File: src/rtl/cpu_pkg.sv
// Shared definitions for the 4-bit CPU.
// Holds the instruction field widths, the opcode map that control_unit decodes,
// the fetch FSM state encoding and small helpers that split an instruction
// word into opcode and operand.
package cpu_pkg;

  localparam int INSTR_W   = 8;
  localparam int OPCODE_W  = 4;
  localparam int OPERAND_W = 4;

  // Opcode map (IR[7:4]).
  localparam logic [OPCODE_W-1:0] OP_NOP = 4'b0000;
  localparam logic [OPCODE_W-1:0] OP_LDI = 4'b0001;
  localparam logic [OPCODE_W-1:0] OP_ADD = 4'b0010;
  localparam logic [OPCODE_W-1:0] OP_SUB = 4'b0011;
  localparam logic [OPCODE_W-1:0] OP_AND = 4'b0100;
  localparam logic [OPCODE_W-1:0] OP_OR  = 4'b0101;
  localparam logic [OPCODE_W-1:0] OP_JMP = 4'b1000;
  localparam logic [OPCODE_W-1:0] OP_HLT = 4'b1111;

  // Fetch FSM state encoding.
  typedef enum logic [1:0] {
    ST_FETCH  = 2'b00,
    ST_WAIT   = 2'b01,
    ST_FULL   = 2'b10,
    ST_HALTED = 2'b11
  } fetch_state_t;

  // Opcode field of an instruction word.
  function automatic logic [OPCODE_W-1:0] opcode_of(input logic [INSTR_W-1:0] instr);
    return instr[INSTR_W-1:INSTR_W-OPCODE_W];
  endfunction

  // Operand field of an instruction word.
  function automatic logic [OPERAND_W-1:0] operand_of(input logic [INSTR_W-1:0] instr);
    return instr[OPERAND_W-1:0];
  endfunction

endpackage

File: src/rtl/instruction_fetch_unit_program_counter.sv
// Program counter register with synchronous active-low reset, load and
// increment. Load wins over increment; increment wraps modulo 2^PC_W.
// Ports:
//   clk      - system clock
//   reset    - synchronous active-low reset, loads RESET_PC
//   load_en  - load load_val into the PC
//   load_val - new PC value (jump target)
//   inc_en   - advance PC by one
//   pc       - current PC
module program_counter #(
  parameter int              PC_W     = 8,
  parameter logic [PC_W-1:0] RESET_PC = '0
) (
  input  logic            clk,
  input  logic            reset,
  input  logic            load_en,
  input  logic [PC_W-1:0] load_val,
  input  logic            inc_en,
  output logic [PC_W-1:0] pc
);

  logic [PC_W-1:0] pc_r;

  // PC register: reset > load > increment > hold.
  always_ff @(posedge clk) begin
    if (!reset) begin
      pc_r <= RESET_PC;
    end else if (load_en) begin
      pc_r <= load_val;
    end else if (inc_en) begin
      pc_r <= pc_r + PC_W'(1);
    end else begin
      pc_r <= pc_r;
    end
  end

  assign pc = pc_r;

endmodule

File: src/rtl/instruction_fetch_unit.sv
// Instruction fetch unit of the 4-bit CPU.
// Owns the PC (via program_counter), a one-entry fetch buffer and the IR, and
// reads program memory with a req/valid handshake. control_unit consumes the
// buffer with ir_load_en, redirects with jump_en and stops fetching with halt.
// Ports:
//   clk, reset            - clock, synchronous active-low reset
//   mem_req, mem_addr     - program-memory read request and address
//   mem_rdata, mem_valid  - program-memory read data and its valid strobe
//   ir_load_en            - move fetch buffer into IR
//   jump_en               - redirect PC to the IR operand
//   halt                  - enter the terminal HALTED state
//   opcode, operand       - IR fields
//   pc                    - address of the next instruction to fetch
//   ir_valid              - IR holds a real fetched instruction
//   fetch_stall           - ir_load_en was seen with an empty buffer
//   halted                - sticky halt indication
module instruction_fetch_unit
  import cpu_pkg::*;
#(
  parameter int              PC_W     = 8,
  parameter int              INSTR_W  = 8,
  parameter logic [PC_W-1:0] RESET_PC = '0
) (
  input  logic               clk,
  input  logic               reset,
  output logic               mem_req,
  output logic [PC_W-1:0]    mem_addr,
  input  logic [INSTR_W-1:0] mem_rdata,
  input  logic               mem_valid,
  input  logic               ir_load_en,
  input  logic               jump_en,
  input  logic               halt,
  output logic [3:0]         opcode,
  output logic [3:0]         operand,
  output logic [PC_W-1:0]    pc,
  output logic               ir_valid,
  output logic               fetch_stall,
  output logic               halted
);

  fetch_state_t       state_r;
  logic [INSTR_W-1:0] buf_r;
  logic [INSTR_W-1:0] ir_r;
  logic               ir_valid_r;
  logic               mem_req_r;
  logic               fetch_stall_r;
  logic               halted_r;
  // Set when a jump lands while a read is still outstanding; the stale
  // response must be dropped when it finally arrives.
  logic               discard_r;

  logic               pc_load_s;
  logic               pc_inc_s;
  logic [PC_W-1:0]    pc_s;
  logic [PC_W-1:0]    jump_target_s;

  assign jump_target_s = {{(PC_W-OPERAND_W){1'b0}}, operand_of(ir_r)};

  // PC control: halt freezes the PC, jump loads it, a kept response advances it.
  always_comb begin
    pc_load_s = 1'b0;
    pc_inc_s  = 1'b0;
    if (state_r == ST_HALTED || halt) begin
      pc_load_s = 1'b0;
      pc_inc_s  = 1'b0;
    end else if (jump_en) begin
      pc_load_s = 1'b1;
    end else if (state_r == ST_WAIT && mem_valid && !discard_r) begin
      pc_inc_s = 1'b1;
    end else begin
      pc_inc_s = 1'b0;
    end
  end

  program_counter #(
    .PC_W     (PC_W),
    .RESET_PC (RESET_PC)
  ) u_pc (
    .clk      (clk),
    .reset    (reset),
    .load_en  (pc_load_s),
    .load_val (jump_target_s),
    .inc_en   (pc_inc_s),
    .pc       (pc_s)
  );

  // Fetch FSM with registered outputs; priority halt > jump > load > capture.
  always_ff @(posedge clk) begin
    if (!reset) begin
      state_r       <= ST_FETCH;
      buf_r         <= '0;
      ir_r          <= '0;
      ir_valid_r    <= 1'b0;
      mem_req_r     <= 1'b0;
      fetch_stall_r <= 1'b0;
      halted_r      <= 1'b0;
      discard_r     <= 1'b0;
    end else if (state_r == ST_HALTED) begin
      state_r <= ST_HALTED;
    end else if (halt) begin
      state_r       <= ST_HALTED;
      halted_r      <= 1'b1;
      mem_req_r     <= 1'b0;
      fetch_stall_r <= 1'b0;
      discard_r     <= 1'b0;
    end else if (jump_en) begin
      // Jump flushes the buffer and invalidates IR; a concurrent ir_load_en is ignored.
      buf_r         <= '0;
      ir_valid_r    <= 1'b0;
      fetch_stall_r <= 1'b0;
      mem_req_r     <= 1'b1;
      if (state_r == ST_WAIT && !mem_valid) begin
        discard_r <= 1'b1;
        state_r   <= ST_WAIT;
      end else begin
        discard_r <= 1'b0;
        state_r   <= ST_FETCH;
      end
    end else begin
      // The buffer is only occupied in FULL.
      fetch_stall_r <= ir_load_en && (state_r != ST_FULL);
      case (state_r)
        ST_FETCH: begin
          state_r   <= ST_WAIT;
          mem_req_r <= 1'b1;
        end
        ST_WAIT: begin
          if (mem_valid && discard_r) begin
            discard_r <= 1'b0;
            state_r   <= ST_FETCH;
            mem_req_r <= 1'b1;
          end else if (mem_valid) begin
            buf_r     <= mem_rdata;
            state_r   <= ST_FULL;
            mem_req_r <= 1'b0;
          end else begin
            mem_req_r <= 1'b1;
          end
        end
        ST_FULL: begin
          if (ir_load_en) begin
            ir_r       <= buf_r;
            ir_valid_r <= 1'b1;
            state_r    <= ST_FETCH;
            mem_req_r  <= 1'b1;
          end else begin
            mem_req_r <= 1'b0;
          end
        end
        default: begin
          state_r   <= ST_FETCH;
          mem_req_r <= 1'b1;
        end
      endcase
    end
  end

  assign mem_req     = mem_req_r;
  assign mem_addr    = pc_s;
  assign pc          = pc_s;
  assign opcode      = opcode_of(ir_r);
  assign operand     = operand_of(ir_r);
  assign ir_valid    = ir_valid_r;
  assign fetch_stall = fetch_stall_r;
  assign halted      = halted_r;

endmodule
File: config.mk
export PLATFORM = sky130hd
export DESIGN_NAME = instruction_fetch_unit
export DESIGN_NICKNAME = d
export VERILOG_FILES = /design/src/rtl/cpu_pkg.sv /design/src/rtl/instruction_fetch_unit_program_counter.sv /design/src/rtl/instruction_fetch_unit.sv
export SDC_FILE = /design/constraint.sdc
export NUM_CORES = 1
export LEC_CHECK = 0
export ABC_AREA = 1
export BUFFER_PORTS_ARGS = -buffer_cell sky130_fd_sc_hd__buf_2
export CORE_MARGIN = 2
export CORE_UTILIZATION = 40
export CTS_CLUSTER_SIZE = 14
export DETAILED_ROUTE_END_ITERATION = 16
export PLACE_DENSITY = 0.66
export SLEW_MARGIN = 10
export SYNTH_ARGS = -nofsm -noshare
export SYNTH_HDL_FRONTEND = slang
export SYNTH_SLANG_ARGS = --single-unit
File: constraint.sdc
create_clock -name clk -period 1.5 [get_ports clk]
set_clock_uncertainty 0.15 [all_clocks]
set_input_delay 0.15 -clock clk [delete_from_list [all_inputs] [get_ports clk]]
set_output_delay 0.15 -clock clk [all_outputs]
set_load 0.05 [all_outputs]
* Word level (Yosys, flattened, before mapping)
Cells that the tools add are included.
** Storage, ports and cells
- Flip-flop bits (word level) :: 31
- Bits in latches :: 0
- Memory bits (writable) :: 0
- ROM bits :: 0
- Bits of input ports :: 14
- Output and inout bits :: 28
- Word-level logic and storage cells :: 80
- Memories kept :: 0
** Cells by class
- Add/subtract/negate cells :: 1
- Multipliers :: 0
- Div/mod/pow operators :: 0
- $lt $le $gt $ge :: 0
- Eq/ne operators :: 7
- Shifts and indexed selects :: 0
- Multiplexer cells :: 35
- Bitwise logic cells :: 4
- Reductions and logical operators :: 23
** Operators by type and width (count)
- $mux 8 :: 4
- $mux 1 :: 21
- $mux 2 :: 6
- $reduce_and 5->1 :: 2
- $reduce_bool 2->1 :: 5
- $add 8x1->8 const B :: 1
- $mux 4 :: 2
- $ne 6x5->1 const B :: 1
- $pmux 2 s3 :: 1
- $reduce_bool 3->1 :: 2
- $logic_and 1x1->1 :: 5
- $ne 5x5->1 const B :: 1
- $eq 2x2->1 const B :: 2
- $ne 2x2->1 const B :: 2
- $not 1->1 :: 4
- $reduce_and 2->1 :: 2
- $reduce_and 4->1 :: 1
- $reduce_and 3->1 :: 1
- $eq 2x1->1 const B :: 1
- $logic_not 1->1 :: 2
- $logic_not 2->1 :: 1
- $pmux 1 s2 :: 1
- $reduce_or 2->1 :: 1
- $logic_or 1x1->1 :: 1

* Longest topological paths before layout
Gate-level depths: netlist of run 1.
- Depth in word-level cells :: 8
- Depth in mapped cells :: 8
- Mapped depth without buffers :: 8

* Hierarchy
A second synthesis of run 1 with hierarchy kept.
** Second synthesis, totals
- Cells, all modules :: 226
- Area total of the unflattened synthesis :: 1645.3 µm²
** By module, submodules not included
- instruction_fetch_unit :: instances 1, cells an instance 156, area each 1156.1 µm², seq. area each 460.4 µm²
- program_counter :: instances 1, cells an instance 70, area each 489.2 µm², seq. area each 160.2 µm²

* Worst setup path after synthesis of run 1
No wires, ideal clock.
- Path type :: register to register
- Start :: reg u_pc.pc_r[1] (netlist: u_pc.pc[1])
- End :: reg u_pc.pc_r[6] (netlist: u_pc.pc[6])
- Library setup time :: 0.118 ns
- Arrival :: 1.418 ns
- Required time :: 1.232 ns
- Setup slack :: -0.186 ns
- Cell stages (with the launch flop) :: 7
- Path buffers :: 0
- Clock period less this slack :: 1.686 ns
- Path through :: dfxtp_1 ha_1 nand4_1 nor2_1 nand2_1 nand2_1 a21oi_1
** Between the ends
- Cells in the longest elaborated chain, start to end :: 1
** RTL lines
- from (decl) :: line instruction_fetch_unit_program_counter.sv:22 : logic [PC_W-1:0] pc_r;
- from (signal assigned) :: line instruction_fetch_unit_program_counter.sv:29 : pc_r <= load_val;
- from (signal assigned) :: line instruction_fetch_unit_program_counter.sv:31 : pc_r <= pc_r + PC_W'(1);
- from (signal assigned) :: line instruction_fetch_unit_program_counter.sv:33 : pc_r <= pc_r;
- $add 8x1->8 :: line instruction_fetch_unit_program_counter.sv:31
Every way passes these cells.
A chain may end at the register's enable or synchronous reset.

* Worst setup path in the final report of run 1
- Start :: reg state_r[0]
- End :: reg buf_r[1]
** Between the ends
- Cells in the longest elaborated chain, start to end :: 3
- Elaborated cells on any way between the ends :: 5
- Those cells by class :: eq/ne (2); bitwise (1); reduce/logical (2)
** RTL lines
- from (decl) :: line instruction_fetch_unit.sv:41 : fetch_state_t state_r;
- from (signal assigned) :: line instruction_fetch_unit.sv:90 : state_r <= ST_FETCH;
- from (signal assigned) :: line instruction_fetch_unit.sv:99 : state_r <= ST_HALTED;
- from (signal assigned) :: line instruction_fetch_unit.sv:101 : state_r <= ST_HALTED;
- $eq 2x1->1 or $eq 2x2->1 (tied branches) :: line instruction_fetch_unit.sv:122, instruction_fetch_unit.sv:98
- $reduce_bool 2->1 (no source line) or $not 1->1 (tied branches)
- $reduce_and 5->1 (no source line) (*)
- to (signal assigned) :: line instruction_fetch_unit.sv:133 : buf_r <= mem_rdata;
- to (decl) :: line instruction_fetch_unit.sv:42 : logic [INSTR_W-1:0] buf_r;
Mark *: on every way between the ends. The rest lies on a longest branch, timed or not.

==> flow_metrics.tcl, run 1 <==
set metrics [dict create \
    outcome "completed" \
    portBuffers 41 \
    r2r_cells 6 \
    place_congestion 0.829 \
    worstSetupEndpointType "register" \
    ys_ff_latch 31 \
    worst-setup-path-type "register to register" \
    drt-pass1-iter-count 4 \
    cap_violations 0 \
    endpoint "buf_r[1]" \
    grt_pass1_wl_um 5960 \
    rrSetupSlack_ns 0.001 \
    period_share_pct 99.9 \
    power_per_cell_area_nw_per_um2 932 \
    die_w_um 67.8 \
    antenna_cells 0 \
    die_area_um2 4590 \
    clk_pin_slew_ns 0.07 \
    worstPathCellList "ha_4 > nor2_8 > nand3_4 > nor2_8 > nand2_1 > a21oi_2" \
    cp-start-kind "register" \
    cts_buffers 5 \
    seq_area_frac_synth_pct 38.2 \
    grt_pass1_vias 1323 \
    clk_latency_ns 0.28 \
    max_stage_delay_ns 0.37 \
    power_leakage_nw 0.976 \
    worst_slew_pin_slew_ns 0.572 \
    stdcell_count 327 \
    h-tree-depth 2 \
    area_delta_synth_final_pct 37.5 \
    synth_edf_count 0 \
    cp-startpoint "state_r[0]" \
    fp.dieH_um 67.8 \
    async_reset_ff_share_pct 0 \
    path_buf_inv 0 \
    drt_iter0_drc 65 \
    routed_wl_um 3880 \
    netlist_instances 217 \
    cts_tree "built" \
    io_pins 42 \
    cp_top_family "simple AND/OR/NAND/NOR gates" \
    max_freq_ghz 0.667 \
    syn_nets 238 \
    nNetsFinal 298 \
    cts_num_sinks 31 \
    vdd_ir_drop_max_mv 0.441 \
    ant_nets 0 \
    synth.distinct_cells 28 \
    rsz0062_at_grt "yes" \
    row_count 23 \
    grt_use_total_pct 17.7 \
    cp.required_ns 1.57 \
    floorplan.initialDensity_pct 41.3 \
    cts-root-buf "clkbuf_8" \
    synth_flop_cell "dfxtp_1" \
    min_period_ns 1.50 \
    maxSlewHeadroom_pct 61.9 \
    hold_viol 0 \
    cp.arrival_ns 1.57 \
    cts_max_path_buffers 2 \
    route.vias.total 1571 \
    power_mw 2.08 \
    post-route-drc-count 0 \
    final_core_util_pct 56.7 \
    tns_ns 0 \
    synth_area_um2 1630 \
    critPathSlowestCell "dfxtp_4" \
    dp_cells 308 \
    layout-drive-gt1-share_pct 36.8 \
    yosys_warnings 0 \
    cp.depth 6 \
    setup_viol 0 \
    r2r-start "state_r[0]" \
    grt_max_degree 16 \
    r2r_end "buf_r[1]" \
    core_area_um2 3940 \
    slew_violations 0 \
    gr-total-overflow 0 \
    cp_max_fo 8 \
    drt-vias-per-instance 4.80 \
    path_common_cell "nor2_8" \
    synth.avg_cell_area_um2 7.50 \
    hold_class "primary input to register" \
    wl_per_cell_um 11.9 \
    dp_hpwl_um 2680 \
    grt_antenna_before_repair 0 \
]
placed cells by master, fill, tap and decap left out, types with 5 or more instances in the layout:
cell type / instances
nand2_1: 37
buf_2: 41
clkbuf_8: 5
a21oi_2: 5
nand3_1: 18
buf_4: 16
o21ai_0: 11
dfxtp_1: 26
inv_2: 5
nor2_1: 18
a21oi_1: 23
inv_1: 18
dlygate4sd3_1: 8
report_power, final:
part / total [mW] / switching, mW / internal (mW)
clock network: 0.790 / 0.303 / 0.486
registers: 0.882 / 0.0290 / 0.853
logic: 0.414 / 0.264 / 0.150
synthesized netlist by cell type (3+ instances only):
| library cell | instances | share of area (%) |
|---|---|---|
| o21ai_0 | 13 | 4.0 |
| nand3_1 | 19 | 5.8 |
| ha_1 | 7 | 5.4 |
| a21oi_1 | 27 | 8.3 |
| nor2_1 | 20 | 4.6 |
| dfxtp_1 | 31 | 38 |
| nand2_1 | 40 | 9.2 |
| nand3b_1 | 3 | 1.4 |
| inv_1 | 19 | 4.4 |
| inv_2 | 4 | 0.92 |
| buf_4 | 10 | 4.6 |
metrics by stage:
stage	worst slack (ns)	area (µm²)	hold slack, ns
finish	0.00137	2240	0.0796
global route	-0.0965	2240	0.0994
CTS	-0.00955	2140	0.0771
detailed placement	-0.0188	1920	0.258
global placement	0.00810	1920	0.249
floorplan	0.0158	1630	0.138
how the worst min path moves through the flow:
stage	start	to	cells after the start
4_1_cts	halt	halted	3
2_1_floorplan	reset	ir_r[1]	2
5_1_grt	halt	halted	3
3_5_place_dp	mem_rdata[3]	buf_r[3]	3
3_3_place_gp	mem_rdata[0]	buf_r[0]	3
6_report	halt	halted	3
area by class of cell:
| class | instances | area, µm² |
|---|---|---|
| timing repair buffer | 67 | 445 |
| tap | 50 | 62.6 |
| multi-input combinational | 149 | 907 |
| inverter | 23 | 86.3 |
| fill | 383 | 1710 |
| clock buffer | 6 | 72.6 |
| clock inverter | 1 | 30.0 |
| sequential | 31 | 632 |
kinds of logic (layout without fill, tap and decap cells):
logic type	count (synthesis)	after routing	synth area share, %
simple gates	95	95	29.8
compound gates	46	46	14.8
buf+inv	37	97	11.3
flops	31	31	38.2
fa+ha+maj	7	7	5.38
xor+xnor	1	1	0.539
per-layer routing:
layer  wire length, µm  global-route usage, %  vias up  share of wire (%)
met5                 0                      0        -                  0
met4                53                   5.25        0                1.4
met3               230                   6.00        7                5.9
met2              1910                   29.2       48                 49
met1              1680                   21.8      697                 43
li1                  -                      -      819                  -
tightest hold or removal path: stages:
cell     delay, ns
buf_2         0.17
a21oi_1       0.09
nor2_1        0.07
repair_timing:
item / CTS / global route
pin swaps: 3 / 7
endpoints found under the hold margin: 8 / 0
gates resized for setup: 4 / 21
endpoints found under the setup margin: 22 / 28
setup buffers: 1 / 3
hold buffers: 8 / 0
registers in the layout, indices dropped and copies added, names as in the netlist, 2 cells and up:
name,flops
buf_r,8
ir_r,8
u_pc.pc,8
state_r,2
Note: power is estimated with default switching activity, not from simulation.
==> run 2: changes to the inputs <==
--- a/config.mk
+++ b/config.mk
@@ -5,7 +5,7 @@
 export SDC_FILE = /design/constraint.sdc
 export NUM_CORES = 1
 export LEC_CHECK = 0
-export ABC_AREA = 1
+export ABC_AREA = 0
 export BUFFER_PORTS_ARGS = -buffer_cell sky130_fd_sc_hd__buf_2
 export CORE_MARGIN = 2
 export CORE_UTILIZATION = 40
==> flow_metrics.tcl, run 2 <==
set metrics [dict create \
    cts_num_sinks 31 \
    vdd_ir_drop_max_mv 0.518 \
    area_delta_synth_final_pct 48.1 \
    rrSetupSlack_ns -0.17 \
    cp_top_family "simple AND/OR/NAND/NOR gates" \
    layout_commonest_cell "buf_2" \
    worstPathCellList "ha_4 > or3_4 > nor2_4 > mux2i_1 > a21oi_1" \
    p_int_mw 1.34 \
    worst_slew_pin_slew_ns 0.257 \
    p_seq_share_pct 45.5 \
    hold_viol 0 \
    grt_antenna_before_repair 0 \
    synth_top_area_share_pct 41.2 \
    grt_pass1_vias 1291 \
    die_area_um2 4270 \
    routed_wl_um 3700 \
    post-route-drc-count 0 \
    nNetsFinal 230 \
    async_reset_ff_share_pct 0 \
    slew_violations 0 \
    path_buf_inv 0 \
    seq_area_frac_synth_pct 41.2 \
    cts_tree "built" \
    synth_area_um2 1510 \
    clk_pin_slew_ns 0.07 \
    rsz0062_at_grt "yes" \
    power.switching_mw 0.584 \
    stdcell_count 258 \
    core_area_um2 3630 \
    route.vias.total 1285 \
    synth.avg_cell_area_um2 9.91 \
    gr-total-overflow 0 \
    cp.arrival_ns 1.69 \
    outcome "finished with violations" \
    endpoint "u_pc.pc[1]" \
    violations "negative setup slack" \
    worst_hold_path.num_cells 3 \
    fin_area_um2 2230 \
    min_period_ns 1.67 \
    cp-start-kind "register" \
    synthTopCellsByCount "dfxtp_1 (31), nor2b_1 (13), mux2i_1 (9)" \
    r2r_end "u_pc.pc[1]" \
    setup_viol 26 \
    portBuffers 41 \
    wl_per_cell_um 14.3 \
    pwr-share-comb_pct 20.6 \
    critPathSlowestCell "or3_4" \
    die_w_um 65.4 \
    cp.depth 5 \
    cp-startpoint "state_r[1]" \
    ys_ff_latch 31 \
    drt-vias-per-instance 4.98 \
    place_congestion 0.885 \
    synth_flop_cell "dfxtp_1" \
    power_frac_clock_pct 33.9 \
    netlist_instances 152 \
    final_cell_mix "buf_2 (41), dfxtp_1 (23), buf_4 (12)" \
    yosysTopAreaCell "dfxtp_1" \
    dp_cells 240 \
    worst-setup-path-type "register to register" \
    period_share_pct 111 \
    grt_pass1_wl_um 5930 \
    h-tree-depth 2 \
    maxSlewHeadroom_pct 82.8 \
    hold_class "primary input to register" \
    synth_edf_count 0 \
    ant_nets 0 \
    layout-drive-gt1-share_pct 53.3 \
    floorplan.initialDensity_pct 41.5 \
    synth.distinct_cells 40 \
    r2r-start "state_r[1]" \
    cts_buffers 5 \
    grt_max_degree 13 \
    cp_max_fo 7 \
    dp_hpwl_um 2520 \
    fp.dieH_um 65.4 \
    place_area_um2 1870 \
    synth.most_common_cell "dfxtp_1" \
    syn_nets 173 \
    cap_violations 0 \
    final.setup.worst_slack_ns -0.169 \
    yosys_warnings 0 \
    swShare_pct 30.4 \
    cts-root-buf "clkbuf_8" \
    power_leakage_nw 0.951 \
    drt-pass1-iter-count 4 \
    antenna_cells 0 \
    clk_latency_ns 0.28 \
    worstSetupEndpointType "register" \
    cts_max_path_buffers 2 \
    power_per_cell_area_nw_per_um2 862 \
    row_count 22 \
    max_freq_ghz 0.599 \
    ys_top_cells_by_area "dfxtp_1 (41%), mux2i_1 (6.0%), ha_1 (5.8%), nor2b_1 (5.4%), a22o_1 (4.7%)" \
    max_stage_delay_ns 0.44 \
    grt_use_total_pct 18.7 \
    final_core_util_pct 61.4 \
    cp.required_ns 1.52 \
    r2r_cells 5 \
    io_pins 42 \
    drt_iter0_drc 93 \
]
run 2: changes by cell type in the layout (fill, tap and decap cells not counted), moves of 8 or more:
cell,previous run,this run
inv_1,18,2
a21oi_1,23,5
nor2_1,18,6
nor2b_1,0,11
nand3_1,18,3
a22o_1,0,8
nand2_1,37,1
run 2: cells by family after synthesis:
family                     count (synthesis)  share of synthesized area (%)
buffers and inverters                     20                           8.14
muxes                                      9                           5.98
AOI/OAI and AO/OA                         31                           14.0
and+or+nand+nor                           47                           20.8
xor gates and xnor gates                   7                           4.07
DFF                                       31                           41.2
adders and majority gates                  7                           5.81
run 2: metal layers:
metal  track usage (%)  part of all wire [%]
met2              31.0                    49
met1              22.1                    43
met3              5.14                   6.0
met5                 0                     0
met4              9.38                   2.0
run 2: power groups by stage:
stage                     combinational (mW)  clock (mW)  sequential [mW]
final                                  0.396       0.652            0.875
after global routing                   0.423       0.712            0.878
after CTS                              0.351       0.679            0.872
after detailed placement               0.309           0            0.889
after global placement                 0.303           0            0.888
after floorplan                        0.170           0            0.931
run 2: timing repair:
| item | 4_1_cts | 5_1_grt |
|---|---|---|
| pin swaps | 5 | 11 |
| buffers inserted | 0 | 3 |
| endpoints found under the hold margin | 8 | 0 |
| setup endpoints to repair | 30 | 30 |
| resized for setup | 26 | 20 |
| hold buffers | 8 | 0 |
run 2: how the worst min path moves through the flow:
stage                 startpoint    endpoint  slack [ns]
finish                     reset  u_pc.pc[1]        0.05
global placement    mem_rdata[5]    buf_r[5]        0.21
CTS                        reset  u_pc.pc[1]        0.05
global route               reset  u_pc.pc[0]        0.05
detailed placement  mem_rdata[6]    buf_r[6]        0.22
floorplan           mem_rdata[0]    buf_r[0]        0.13
run 2: area by class of cell:
type | instances | area, µm²
Fill cell | 317 | 1400
Multi-Input combinational cell | 101 | 980
Sequential cell | 31 | 636
Timing Repair Buffer | 66 | 449
Clock buffer | 5 | 68.8
Tap cell | 48 | 60.1
Clock inverter | 3 | 20.0
Inverter | 4 | 17.5
run 2: through the flow:
stage / worst slack [ns] / hold WS [ns] / TNS (ns) / power, mW
after detailed placement: -0.192 / 0.218 / -3.77 / 1.20
after floorplan: -0.213 / 0.126 / -4.60 / 1.10
final: -0.169 / 0.0532 / -2.97 / 1.92
after global routing: -0.220 / 0.0532 / -4.28 / 2.01
after global placement: -0.121 / 0.210 / -2.56 / 1.19
after CTS: -0.156 / 0.0468 / -2.20 / 1.90
run 2: worst reg2reg max path: cells and delay by family (launching register included):
kind                     cells  cell delay, ns
AO/OA/AOI/OAI                1            0.07
multiplexers                 1            0.19
flip-flops                   1            0.38
adder cells (fa/ha/maj)      1            0.17
AND/OR/NAND/NOR              2            0.59
